$ cat src/rtl/gather_arbiter_if.sv
// gather_arbiter_if
// Bundles the producer request bus, the per-slot lanes toward the gatherer,
// and the gatherer status/feedback signals used by gather_arbiter.
//   req_valid/req_ready/req_data/req_slot : one element per producer
//   out_valid/out_data/out_ready          : one lane per vector slot
//   slot_filled/vec_done                  : gatherer occupancy and shift-out
//   vec_count/err_slot                    : status back to the system
// modport master : the arbiter side (drives req_ready and the lanes)
// modport slave  : the producer/gatherer environment side
interface gather_arbiter_if #(
   parameter int DATA_WIDTH = 32,
   parameter int REQUESTERS = 4,
   parameter int SLOTS      = 3,
   parameter int CNT_W      = 16
);
   localparam int SLOT_W = $clog2(SLOTS);

   logic [REQUESTERS-1:0]                 req_valid;
   logic [REQUESTERS-1:0]                 req_ready;
   logic [REQUESTERS-1:0][DATA_WIDTH-1:0] req_data;
   logic [REQUESTERS-1:0][SLOT_W-1:0]     req_slot;
   logic [SLOTS-1:0]                      out_valid;
   logic [SLOTS-1:0][DATA_WIDTH-1:0]      out_data;
   logic                                  out_ready;
   logic [SLOTS-1:0]                      slot_filled;
   logic                                  vec_done;
   logic [CNT_W-1:0]                      vec_count;
   logic                                  err_slot;

   modport master (
      input  req_valid, req_data, req_slot, out_ready, slot_filled, vec_done,
      output req_ready, out_valid, out_data, vec_count, err_slot
   );

   modport slave (
      output req_valid, req_data, req_slot, out_ready, slot_filled, vec_done,
      input  req_ready, out_valid, out_data, vec_count, err_slot
   );
endinterface

$ cat src/rtl/gather_arbiter.sv
// gather_arbiter
// Shares the slot lanes of the vector gather stage among REQUESTERS producers.
// Each slot runs its own round-robin pick among the producers targeting it and
// registers the winner onto that slot's lane. A slot is never issued into while
// its lane is still pending, while the gatherer already holds it, or on the
// cycle a completed vector is shifted out.
// Ports:
//   clk   : system clock
//   rst_n : asynchronous active-low reset
//   bus   : gather_arbiter_if.master (request bus, lanes, gatherer status)
module gather_arbiter #(
   parameter int DATA_WIDTH = 32,
   parameter int REQUESTERS = 4,
   parameter int SLOTS      = 3,
   parameter int CNT_W      = 16
) (
   input  logic                  clk,
   input  logic                  rst_n,
   gather_arbiter_if.master      bus
);
   localparam int SLOT_W = $clog2(SLOTS);
   localparam int PTR_W  = $clog2(REQUESTERS);

   logic [SLOTS-1:0]                 r_out_valid;
   logic [SLOTS-1:0][DATA_WIDTH-1:0] r_out_data;
   logic [SLOTS-1:0][PTR_W-1:0]      r_rr_ptr;
   logic [CNT_W-1:0]                 r_vec_count;
   logic                             r_err_slot;

   logic [SLOTS-1:0]                 w_elig;
   logic [SLOTS-1:0]                 w_grant;
   logic [SLOTS-1:0][PTR_W-1:0]      w_win;
   logic [REQUESTERS-1:0]            w_ready;
   logic                             w_oor;
   logic [PTR_W-1:0]                 w_idx;

   always_comb begin
      w_elig  = '0;
      w_grant = '0;
      w_win   = '0;
      w_ready = '0;
      w_oor   = 1'b0;
      w_idx   = '0;
      for (int s = 0; s < SLOTS; s++) begin
         w_elig[s] = !r_out_valid[s] && !bus.slot_filled[s] && !bus.vec_done && rst_n;
         // Cyclic scan starting at this slot's pointer; first hit wins.
         for (int k = 0; k < REQUESTERS; k++) begin
            w_idx = PTR_W'((int'(r_rr_ptr[s]) + k) % REQUESTERS);
            if (!w_grant[s] && w_elig[s] && bus.req_valid[w_idx] &&
                bus.req_slot[w_idx] == SLOT_W'(s)) begin
               w_grant[s] = 1'b1;
               w_win[s]   = w_idx;
            end
         end
         if (w_grant[s]) begin
            w_ready[w_win[s]] = 1'b1;
         end
      end
      // Elements aimed past the last slot are swallowed so the producer
      // cannot stall forever; the error flag records that it happened.
      for (int r = 0; r < REQUESTERS; r++) begin
         if (bus.req_valid[r] && int'(bus.req_slot[r]) >= SLOTS) begin
            w_ready[r] = 1'b1;
            w_oor      = 1'b1;
         end
      end
      if (!rst_n) begin
         w_ready = '0;
         w_oor   = 1'b0;
      end
   end

   always_ff @(posedge clk or negedge rst_n) begin
      if (!rst_n) begin
         r_out_valid <= '0;
         r_out_data  <= '0;
         r_rr_ptr    <= '0;
         r_vec_count <= '0;
         r_err_slot  <= 1'b0;
      end else begin
         for (int s = 0; s < SLOTS; s++) begin
            // A grant needs an empty lane, so issue and accept never collide.
            if (w_grant[s]) begin
               r_out_valid[s] <= 1'b1;
               r_out_data[s]  <= bus.req_data[w_win[s]];
               r_rr_ptr[s]    <= (w_win[s] == PTR_W'(REQUESTERS-1)) ? '0 : w_win[s] + 1'b1;
            end else if (bus.out_ready) begin
               r_out_valid[s] <= 1'b0;
            end
         end
         if (bus.vec_done) begin
            r_vec_count <= r_vec_count + 1'b1;
         end
         if (w_oor) begin
            r_err_slot <= 1'b1;
         end
      end
   end

   assign bus.req_ready = w_ready;
   assign bus.out_valid = r_out_valid;
   assign bus.out_data  = r_out_data;
   assign bus.vec_count = r_vec_count;
   assign bus.err_slot  = r_err_slot;

endmodule

$ cat src/flat_wrapper.sv
// flat-port wrapper written by rule: the top's interface ports become plain ports
module gather_arbiter_flat 
#(
   parameter int DATA_WIDTH = 32,
   parameter int REQUESTERS = 4,
   parameter int SLOTS      = 3,
   parameter int CNT_W      = 16
)
  (clk, rst_n, bus_req_valid, bus_req_data, bus_req_slot, bus_out_ready, bus_slot_filled, bus_vec_done, bus_req_ready, bus_out_valid, bus_out_data, bus_vec_count, bus_err_slot);
  gather_arbiter_if #(.DATA_WIDTH(DATA_WIDTH), .REQUESTERS(REQUESTERS), .SLOTS(SLOTS), .CNT_W(CNT_W)) bus_i ();
  input  logic clk;
  input  logic rst_n;
  input wire logic [$bits(bus_i.req_valid)-1:0] bus_req_valid;
  input wire logic [$bits(bus_i.req_data)-1:0] bus_req_data;
  input wire logic [$bits(bus_i.req_slot)-1:0] bus_req_slot;
  input wire logic [$bits(bus_i.out_ready)-1:0] bus_out_ready;
  input wire logic [$bits(bus_i.slot_filled)-1:0] bus_slot_filled;
  input wire logic [$bits(bus_i.vec_done)-1:0] bus_vec_done;
  output wire logic [$bits(bus_i.req_ready)-1:0] bus_req_ready;
  output wire logic [$bits(bus_i.out_valid)-1:0] bus_out_valid;
  output wire logic [$bits(bus_i.out_data)-1:0] bus_out_data;
  output wire logic [$bits(bus_i.vec_count)-1:0] bus_vec_count;
  output wire logic [$bits(bus_i.err_slot)-1:0] bus_err_slot;
  assign bus_i.req_valid = bus_req_valid;
  assign bus_i.req_data = bus_req_data;
  assign bus_i.req_slot = bus_req_slot;
  assign bus_i.out_ready = bus_out_ready;
  assign bus_i.slot_filled = bus_slot_filled;
  assign bus_i.vec_done = bus_vec_done;
  assign bus_req_ready = bus_i.req_ready;
  assign bus_out_valid = bus_i.out_valid;
  assign bus_out_data = bus_i.out_data;
  assign bus_vec_count = bus_i.vec_count;
  assign bus_err_slot = bus_i.err_slot;
  gather_arbiter #(.DATA_WIDTH(DATA_WIDTH), .REQUESTERS(REQUESTERS), .SLOTS(SLOTS), .CNT_W(CNT_W)) u_core (.clk(clk), .rst_n(rst_n), .bus(bus_i));
endmodule
$ cat config.mk
export PLATFORM = sky130hd
export DESIGN_NAME = gather_arbiter_flat
export DESIGN_NICKNAME = d
export VERILOG_FILES = /design/src/rtl/gather_arbiter_if.sv /design/src/rtl/gather_arbiter.sv /design/src/flat_wrapper.sv
export SDC_FILE = /design/constraint.sdc
export NUM_CORES = 1
export LEC_CHECK = 0
export CAP_MARGIN = 30
export CORE_ASPECT_RATIO = 1.2
export CORE_MARGIN = 3
export CORE_UTILIZATION = 43
export CTS_CLUSTER_DIAMETER = 80
export CTS_CLUSTER_SIZE = 16
export DETAILED_ROUTE_END_ITERATION = 8
export GPL_TIMING_DRIVEN = 0
export PLACE_DENSITY = 0.75
export SYNTH_ARGS = -nofsm -noshare
export SYNTH_HDL_FRONTEND = slang
export SYNTH_SLANG_ARGS = --single-unit
$ cat constraint.sdc
create_clock -name clk -period 3.6 [get_ports clk]
set_clock_uncertainty 0.1 [all_clocks]
set_input_delay 0.9 -clock clk [delete_from_list [all_inputs] [get_ports clk]]
set_output_delay 0.9 -clock clk [all_outputs]
set_load 0.01 [all_outputs]
==> run metrics, run 1 <==
Slew HR 34.75%; cell breakdown of the critical path clkdlybuf4s50_1, or3_4, a2111oi_4, inv_2, buf_6, ha_1, a22oi_2, a31oi_2, buf_2; Top FF cell, synth dfrtp_1; CP Data Required Time 2.60 ns; Post-Synth Adder-Cell Area 1.933%; worst path bufs/invs 4; Synth area leaders dfrtp_1, mux2i_1, a221oi_2; number of DRC markers in iteration 0 649; post-synthesis compound-gate area fraction 21.53%; Worst Tran Pin Value 0.9685 ns; Fin. Hold Viols 0; full die area 21290 um^2; Layout area overhead 51.95%; final setup TNS -1.534 ns; total power 0.006336 W; Cells after Synth 802; hold buffer count at CTS 0; GRT Overall Usage 30.44%; post-synthesis mux area share 18.61%; register bit count reported by yosys 122; R2R depth 9; Post-Place Cells 1325; H-tree levels 4; # diodes 0; worst hold margin 0.3021 ns; Clock Tree Buf Depth 2; critical path arrival 3.01 ns; clk_lat worst skew 0.43 ns; max-cap viol count 0; row cnt 55; largest area contributor in the netlist dfrtp_1; Switching Share 32.06%; sequential area share after synthesis 36.28%; First-pass DRT Iterations 7; Synth Area in Simple Gates 13.43%; clk slew on worst S/H paths 0.06 ns; maximum fanout along the worst path 11; TritonCTS buffer count 17; largest net degree at the start of global routing 36; delay-heaviest family, CP buffers and inverters; Largest stage delay, worst path 0.43 ns; Initial Util 44.15%; CP Class primary input to primary output; detailed placement HPWL 22.43 mm; post-route minimum period 4.014 ns; commonest non-fill, non-tap cell in the layout clkdlybuf4s50_1; count of pins over their slew limit 0; Final period util 111.5%; chip height 159.3 um; NetSw 0.002032 W; fin nets 1292; CP Capture Type primary output; routability cong. 0.8739; synthesized area 8416 um^2; number of flops mapped to enable cells by yosys 0; number of global-route vias before repair 8713; pwr dens 495.5 nW/um^2; Int Pwr 0.004305 W; Routed Antenna Nets 0; CTS tree yes; Routed WL 33.33 mm; share of cells above drive strength 1 20.44%; Hold Crit Class primary input to asynchronous set/reset pin; Unique masters post-synth 69; fraction of registers with async set/reset 100.0%; Yosys top cell area share 36.28%; CTS root buf clkbuf_16; Seq pwr share 33.0%; core area 19060 um^2; fin cells 1401; initial antenna violation count 0; RSZ-0062 raised after global routing yes; Mapped Avg Cell Area 10.49 um^2; DR DRC count 0; largest family of logic cells by synthesized area compound AO/OA/AOI/OAI gates; first-pass GRT wire length 50.64 mm; Startpoint Class primary input; r2r startpoint u_core.r_rr_ptr[3]; Vias per Instance 6.040; Vias 8462; Worst R2R Setup Slack 0.73 ns; Clk pwr share 30.5%; worst vdd ir 0.3238 mV; Buffers on Ports 265; grt ovf 0; IO Count 267; P_leak 5.714 nW; Setup Viol. Count Final 4; XOR/XNOR Fraction of Synth Area 1.561%; run status finished with violations; Ys Warns 0; Mapped Nets 962; fin worst setup slack -0.4144 ns; fmax 249.1 MHz; CTS Sinks 122; slowest cell on the critical path clkdlybuf4s50_1; reg2reg end u_core.bus.out_data[35]; failing checks negative setup slack; post-DR wirelength/cell 23.79 um; Die X 133.7 um; most frequent cells in the layout clkdlybuf4s50_1, mux2i_1, dfrtp_1; Combinational Power Share 36.5%
routing by layer:
metal  vias to the layer above  GRT usage [%]  share of wire [%]
met2                       477          51.82                 50
met1                      4175          36.95                 39
met5                         -              0                  0
met4                         0          11.18                2.8
met3                        70          7.965                8.7
li1                       3740              -                  -
worst max-delay path by stage:
| stage | start | end | depth (start not counted) |
|---|---|---|---|
| floorplan | bus_vec_done | bus_req_ready[0] | 10 |
| detailed placement | rst_n | bus_req_ready[3] | 10 |
| global route | bus_slot_filled[0] | bus_req_ready[2] | 9 |
| finish | bus_slot_filled[0] | bus_req_ready[2] | 9 |
| CTS | rst_n | bus_req_ready[1] | 13 |
| global placement | rst_n | bus_req_ready[3] | 9 |
worst register-to-register path: cells and delay by family (launching register included):
family,cells,cell delay [ns]
AOI/OAI and AO/OA,3,0.82
buffers and inverters,4,0.97
DFF,1,0.36
muxes,1,0.18
and+or+nand+nor,1,0.25
repair_timing:
action                                  CTS  global route
gates resized for setup                 111            26
cloned                                    5             0
endpoints found under the setup margin   53             4
setup buffers                            38             7
pin swaps                                20            11
power by group through the flow:
stage                     registers, W  logic [W]  clock network, W
after floorplan                0.00222   0.000789                 0
after global placement         0.00209    0.00219                 0
after detailed placement       0.00208    0.00222                 0
after CTS                      0.00207    0.00231           0.00194
after global routing           0.00213    0.00246           0.00200
final                          0.00209    0.00231           0.00193
cell type report:
type                            count  area (um^2)
Timing Repair Buffer              316         3139
Inverter                           11        55.05
Clock buffer                       18        439.2
Clock inverter                     14        211.5
Tap cell                          256        320.3
Sequential cell                   122         3053
Multi-Input combinational cell    602         4999
Fill cell                        1523         6275
Buffer                             62        570.5
synth_stat cells (4+ instances only):
master / instances
mux2i_1: 152
dfrtp_1: 122
nor2_1: 64
nand2_1: 59
a21o_1: 37
o22ai_1: 34
a221oi_2: 30
a311oi_1: 26
a2111oi_0: 24
clkbuf_1: 24
buf_2: 16
nand3_1: 16
and2_0: 13
ha_1: 13
and2_1: 12
nand4_1: 12
xnor2_1: 10
buf_6: 9
a21oi_1: 8
inv_1: 8
nand3b_1: 8
o221a_2: 8
clkbuf_8: 7
nor3_1: 6
and3_1: 5
o21ai_0: 5
xor2_1: 5
a22oi_1: 4
a31oi_1: 4
buf_8: 4
mux2_2: 4
through the flow:
step	instance area (um^2)	setup WS, ns	util [%]
final	12790	-0.4144	67.08
after global routing	12790	-0.5146	67.08
after CTS	12740	-0.3869	66.86
after detailed placement	11460	-1.986	60.10
after global placement	11420	-6.516	59.92
after floorplan	8449	-0.2425	-
registers in the layout (all words and copies together), names as in the netlist:
signal                count
u_core.bus.out_data      96
u_core.bus.vec_count     16
u_core.r_rr_ptr           6
u_core.bus.out_valid      3
u_core.bus.err_slot       1
logic make-up (layout without fill, tap and decap cells):
logic type,count (synthesis),after routing
adder cells (fa/ha/maj),13,13
AO/OA/AOI/OAI,198,198
XOR/XNOR,15,15
flip-flops,122,122
AND/OR/NAND/NOR,220,220
buffers and inverters,78,421
multiplexers,156,156
Power figures use the tool's default switching activity.
==> run 2: changes to the inputs <==
--- a/config.mk
+++ b/config.mk
@@ -7,7 +7,6 @@
 export LEC_CHECK = 0
 export CAP_MARGIN = 30
 export CORE_ASPECT_RATIO = 1.2
-export CORE_MARGIN = 3
 export CORE_UTILIZATION = 43
 export CTS_CLUSTER_DIAMETER = 80
 export CTS_CLUSTER_SIZE = 16
==> run 2 against run 1 <==
  * The run still ends with negative setup slack left
  * Largest power group unchanged
  * Highest routed layer unchanged
  * Largest cell class unchanged
  * Final cell count shrank 0.86%
  * Sequential power is essentially flat
  * Critical path depth grew 1
==> run metrics, run 2 (synthesized netlist as in run 1, its figures left out) <==
fmax 244.7 MHz (was 249.1 MHz); DR DRC count 0 (unchanged); Slew HR 35.58% (was 34.75%); final core occ 66.21% (was 67.08%); cell breakdown of the critical path buf_12, or4b_4, buf_6, o32ai_4, clkbuf_8, buf_12, ha_4, a22oi_2, a31oi_2, buf_2 (was clkdlybuf4s50_1, or3_4, a2111oi_4, inv_2, buf_6, ha_1, a22oi_2, a31oi_2, buf_2); commonest non-fill, non-tap cell in the layout clkdlybuf4s50_1 (unchanged); Critical Path Start bus_vec_done (was bus_slot_filled[0]); Fin. Hold Viols 0 (unchanged); Buffers on Ports 265 (unchanged); GRT Overall Usage 32.45% (was 30.44%); run status finished with violations (unchanged); Routed WL 32.49 mm (was 33.33 mm); max-cap viol count 0 (unchanged); pwr dens 486.0 nW/um^2 (was 495.5 nW/um^2); clk_lat worst skew 0.42 ns (was 0.43 ns); Routed Antenna Nets 0 (unchanged); CTS tree yes (unchanged); delay-heaviest family, CP buffers and inverters (unchanged); most frequent cell on the critical path buf_12; RSZ-0062 raised after global routing yes (unchanged); final setup TNS -1.775 ns (was -1.534 ns); fin nets 1280 (was 1292); r2r startpoint u_core.r_rr_ptr[1] (was u_core.r_rr_ptr[3]); Startpoint Class primary input (unchanged); Levels on crit path 10 (was 9); TritonCTS buffer count 17 (unchanged); post-route minimum period 4.087 ns (was 4.014 ns); # diodes 0 (unchanged); Layout area overhead 49.43% (was 51.95%); R2R depth 8 (was 9); worst hold margin 0.3110 ns (was 0.3021 ns); row cnt 55 (unchanged); worst vdd ir 0.3273 mV (was 0.3238 mV); grt ovf 0 (unchanged); CP Class primary input to primary output (unchanged); most frequent cells in the layout clkdlybuf4s50_1, mux2i_1, dfrtp_1 (unchanged); Hold Crit Class primary input to asynchronous set/reset pin (unchanged); clk slew on worst S/H paths 0.06 ns (about the same); H-tree levels 4 (unchanged); fin cells 1389 (was 1401); Worst Tran Pin Value 0.9561 ns (was 0.9685 ns); routability cong. 0.8761 (was 0.8739); detailed placement HPWL 22.12 mm (was 22.43 mm); Clock Tree Buf Depth 2 (unchanged); Setup Viol. Count Final 4 (unchanged); number of DRC markers in iteration 0 507 (was 649); P_leak 5.594 nW (was 5.714 nW); Final period util 113.5% (was 111.5%); placed cell area 11460 um^2 (unchanged); post-DR wirelength/cell 23.39 um (was 23.79 um); largest net degree at the start of global routing 38 (was 36); first-pass GRT wire length 49.02 mm (was 50.64 mm); Vias 8369 (was 8462); number of global-route vias before repair 8652 (was 8713); max reg flops 96 (unchanged); First-pass DRT Iterations 5 (was 7); CP Data Required Time 2.60 ns (about the same); CTS root buf clkbuf_16 (unchanged); CP Capture Type primary output (unchanged); Initial Util 44.31% (was 44.15%); initial antenna violation count 0 (unchanged); worst path bufs/invs 5 (was 4); failing checks negative setup slack (unchanged); Largest stage delay, worst path 0.58 ns (was 0.43 ns); hold buffer count at CTS 0 (unchanged); Die X 129.7 um (was 133.7 um); Vias per Instance 6.025 (was 6.040); Post-Place Cells 1325 (unchanged); maximum fanout along the worst path 3 (was 11); fin worst setup slack -0.4874 ns (was -0.4144 ns); share of cells above drive strength 1 19.24% (was 20.44%); fin area 12580 um^2 (was 12790 um^2); slowest cell on the critical path or4b_4 (was clkdlybuf4s50_1); critical path arrival 3.09 ns (was 3.01 ns); full die area 20140 um^2 (was 21290 um^2); count of pins over their slew limit 0 (unchanged); IO Count 267 (unchanged); core area 18990 um^2 (was 19060 um^2); CTS Sinks 122 (unchanged); chip height 155.3 um (was 159.3 um)
## run 2: area by class of cell
| class | instances | area (um^2) |
|---|---|---|
| Fill cell | 1576 | 6417 |
| Multi-Input combinational cell | 602 | 4961 |
| Sequential cell | 122 | 3053 |
| Timing Repair Buffer | 304 | 3045 |
| Buffer | 62 | 559.3 |
| Clock buffer | 19 | 452.9 |
| Tap cell | 256 | 320.3 |
| Clock inverter | 13 | 132.6 |
| Inverter | 11 | 51.30 |
## run 2: layer usage
metal  vias to the layer above  wire length [um]  GRT usage [%]  share of wire, %
met5                         -                 0              0                 0
li1                       3706                 -              -                 -
met1                      4142             12620          38.87                39
met2                       427             15990          54.85                49
met3                        94              2549          7.462               7.8
met4                         0              1328          14.78               4.1
## run 2: stage by stage
step / setup WS [ns] / power, W
2_1_floorplan: -0.2425 / 0.003010
3_3_place_gp: -6.528 / 0.004266
3_5_place_dp: -1.983 / 0.004293
4_1_cts: -0.3946 / 0.006090
5_1_grt: -0.5271 / 0.006364
6_report: -0.4874 / 0.006111
## run 2: where the power goes
group | total, W | internal, W | switching (W)
Sequential | 0.00208 | 0.00178 | 0.000301
Combinational | 0.00229 | 0.00132 | 0.000972
Clock | 0.00174 | 0.00101 | 0.000736
## run 2: final timing paths
kind,slack [ns],endpoint
setup reg to reg,0.65,u_core.bus.out_data[21]
max in group asynchronous,2.44,u_core.bus.err_slot
hold / removal,0.31,u_core.bus.out_data[2]
setup / recovery,-0.49,bus_req_ready[2]
hold reg to reg,0.36,u_core.bus.err_slot
min in group clk,0.36,u_core.bus.err_slot
## run 2: worst register-to-register path, cell delays in order (launching register included)
cell       delay [ns]
dfrtp_1          0.46
or4b_2           0.70
a21oi_2          0.20
a2111oi_4        0.08
inv_2            0.09
buf_4            0.15
clkbuf_1         0.60
o22ai_1          0.24
a21o_1           0.22
## run 2: what timing repair did
item | CTS | global route
gates cloned | 4 | 0
buffers inserted | 34 | 0
setup endpoints to repair | 44 | 4
pin swaps | 17 | 6
resized for setup | 102 | 16
==> run 3: changes to the inputs <==
--- a/config.mk
+++ b/config.mk
@@ -13,6 +13,7 @@
 export DETAILED_ROUTE_END_ITERATION = 8
 export GPL_TIMING_DRIVEN = 0
 export PLACE_DENSITY = 0.75
+export SETUP_SLACK_MARGIN = 0.3
 export SYNTH_ARGS = -nofsm -noshare
 export SYNTH_HDL_FRONTEND = slang
 export SYNTH_SLANG_ARGS = --single-unit
==> run 3 against run 2 <==
  * Largest cell class unchanged
  * Maximum frequency increased by 1.5%
  * The flow still finishes with violations (negative setup slack)
  * First-iteration DRC count increased by 19%
  * Utilization increased by 0.20 points
  * Highest routed layer unchanged
  * Cell area increased by 0.31%
  * Wire length decreased by 0.91%
  * Final cell count increased by 0.58%
  * Flip-flop and latch count unchanged
  * Clock power about the same
==> run metrics, run 3 (synthesized netlist as in run 1, its figures left out) <==
P_leak 5.634 nW (was 5.594 nW); Worst Tran Pin Value 0.9239 ns (was 0.9561 ns); Clock Tree Buf Depth 2 (unchanged); Final period util 111.9% (was 113.5%); final setup TNS -1.601 ns (was -1.775 ns); pwr dens 483.6 nW/um^2 (was 486.0 nW/um^2); clk_lat worst skew 0.42 ns (about the same); DR DRC count 0 (unchanged); Slew HR 37.75% (was 35.58%); row cnt 55 (unchanged); fin cells 1397 (was 1389); core area 18990 um^2 (unchanged); # diodes 0 (unchanged); placed cell area 11460 um^2 (unchanged); Fin. Hold Viols 0 (unchanged); Vias 8353 (was 8369); Vias per Instance 5.979 (was 6.025); CTS tree yes (unchanged); Routed WL 32.20 mm (was 32.49 mm); clk slew on worst S/H paths 0.06 ns (about the same); commonest non-fill, non-tap cell in the layout clkdlybuf4s50_1 (unchanged); initial antenna violation count 0 (unchanged); Initial Util 44.31% (unchanged); worst vdd ir 0.3271 mV (was 0.3273 mV); routability cong. 0.8761 (unchanged); max reg flops 96 (unchanged); TritonCTS buffer count 17 (unchanged); Post-Place Cells 1325 (unchanged); RSZ-0062 raised after global routing yes (unchanged); fmax 248.3 MHz (was 244.7 MHz); Die X 129.7 um (unchanged); CP Capture Type primary output (unchanged); grt ovf 0 (unchanged); post-route minimum period 4.028 ns (was 4.087 ns); Hold Crit Class primary input to asynchronous set/reset pin (unchanged); Routed Antenna Nets 0 (unchanged); run status finished with violations (unchanged); full die area 20140 um^2 (unchanged); Startpoint Class primary input (unchanged); share of cells above drive strength 1 19.63% (was 19.24%); slowest cell on the critical path or4b_4 (unchanged); GRT Overall Usage 32.03% (was 32.45%); Layout area overhead 49.90% (was 49.43%); max-cap viol count 0 (unchanged); detailed placement HPWL 22.12 mm (unchanged); first-pass GRT wire length 48.45 mm (was 49.02 mm); failing checks negative setup slack (unchanged); chip height 155.3 um (unchanged); H-tree levels 4 (unchanged); CP Class primary input to primary output (unchanged); count of pins over their slew limit 0 (unchanged); fin area 12610 um^2 (was 12580 um^2); maximum fanout along the worst path 3 (unchanged); Setup Viol. Count Final 4 (unchanged); Largest stage delay, worst path 0.51 ns (was 0.58 ns); pre-CTS setup slack -1.983 ns (unchanged); IO Count 267 (unchanged); number of DRC markers in iteration 0 602 (was 507); fin worst setup slack -0.4277 ns (was -0.4874 ns); post-DR wirelength/cell 23.05 um (was 23.39 um); CP Data Required Time 2.60 ns (about the same); most frequent cells in the layout clkdlybuf4s50_1, mux2i_1, dfrtp_1 (unchanged); CTS root buf clkbuf_16 (unchanged); First-pass DRT Iterations 5 (unchanged); critical path arrival 3.03 ns (was 3.09 ns); number of global-route vias before repair 8638 (was 8652); Buffers on Ports 265 (unchanged); largest net degree at the start of global routing 38 (unchanged); final core occ 66.42% (was 66.21%); CTS Sinks 122 (unchanged); fin nets 1288 (was 1280); cell breakdown of the critical path buf_16, buf_16, or4b_4, buf_6, o32ai_4, clkbuf_8, buf_6, inv_6, ha_4, a22oi_2, a31oi_1, buf_2 (was buf_12, or4b_4, buf_6, o32ai_4, clkbuf_8, buf_12, ha_4, a22oi_2, a31oi_2, buf_2)
run 3: cell types whose count changed in the layout (fill, tap and decap cells not counted), sizes merged:
cell and change:
clkbuf -1, buf +11, clkdlybuf4s15 -2
run 3: repair_timing:
action	CTS	global route
gates resized for setup	110	16
endpoints found under the setup margin	102	4
pin swaps	15	7
gates cloned	4	0
buffers inserted	31	5
hold buffers	0	0
run 3: cell type report:
class | instances | area [um^2]
buffer | 67 | 611.8
clock buffer | 19 | 452.9
clock inverter | 13 | 132.6
fill | 1581 | 6379
inverter | 11 | 46.29
multi-input combinational | 602 | 4945
sequential | 122 | 3053
tap | 256 | 320.3
timing repair buffer | 307 | 3053
run 3: metrics by stage:
stage	power [W]	hold slack, ns
after floorplan	0.003010	0.3932
after detailed placement	0.004293	0.3509
after global placement	0.004266	0.3393
final	0.006100	0.3125
after global routing	0.006357	0.3037
after CTS	0.006087	0.3056
run 3: path summary, 6_finish.rpt:
check / to / depth (start not counted) / slack, ns / from
setup / recovery: bus_req_ready[0] / 12 / -0.43 / rst_n
hold / removal: u_core.bus.out_data[75] / 1 / 0.31 / rst_n
setup reg to reg: u_core.bus.out_data[21] / 8 / 0.70 / u_core.r_rr_ptr[1]
hold reg to reg: u_core.bus.vec_count[15] / 1 / 0.37 / u_core.bus.vec_count[15]
max in group asynchronous: u_core.bus.out_data[59] / 3 / 2.43 / rst_n
min in group clk: u_core.bus.vec_count[15] / 1 / 0.37 / u_core.bus.vec_count[15]
run 3: layer usage:
metal  up-vias  wire (um)  part of all wire, %  track usage [%]
li1       3727          -                    -                -
met1      4120      12590                   39            38.43
met2       411      15700                   49            53.76
met3        95       2550                  7.9            7.600
met4         0       1354                  4.2            14.89
met5         -          0                    0                0
run 3: where the power goes:
group	total [W]	leakage, nW	internal (W)	switching (W)
Sequential	0.00208	1.45	0.00178	0.000299
Clock	0.00174	0.287	0.00101	0.000730
Combinational	0.00229	3.89	0.00132	0.000968
run 3: critical path: cells and delay by family:
kind / cells / cell delay [ns]
AND/OR/NAND/NOR: 1 / 0.51
buffers and inverters: 7 / 0.85
AO/OA/AOI/OAI: 3 / 0.61
adder cells (fa/ha/maj): 1 / 0.14
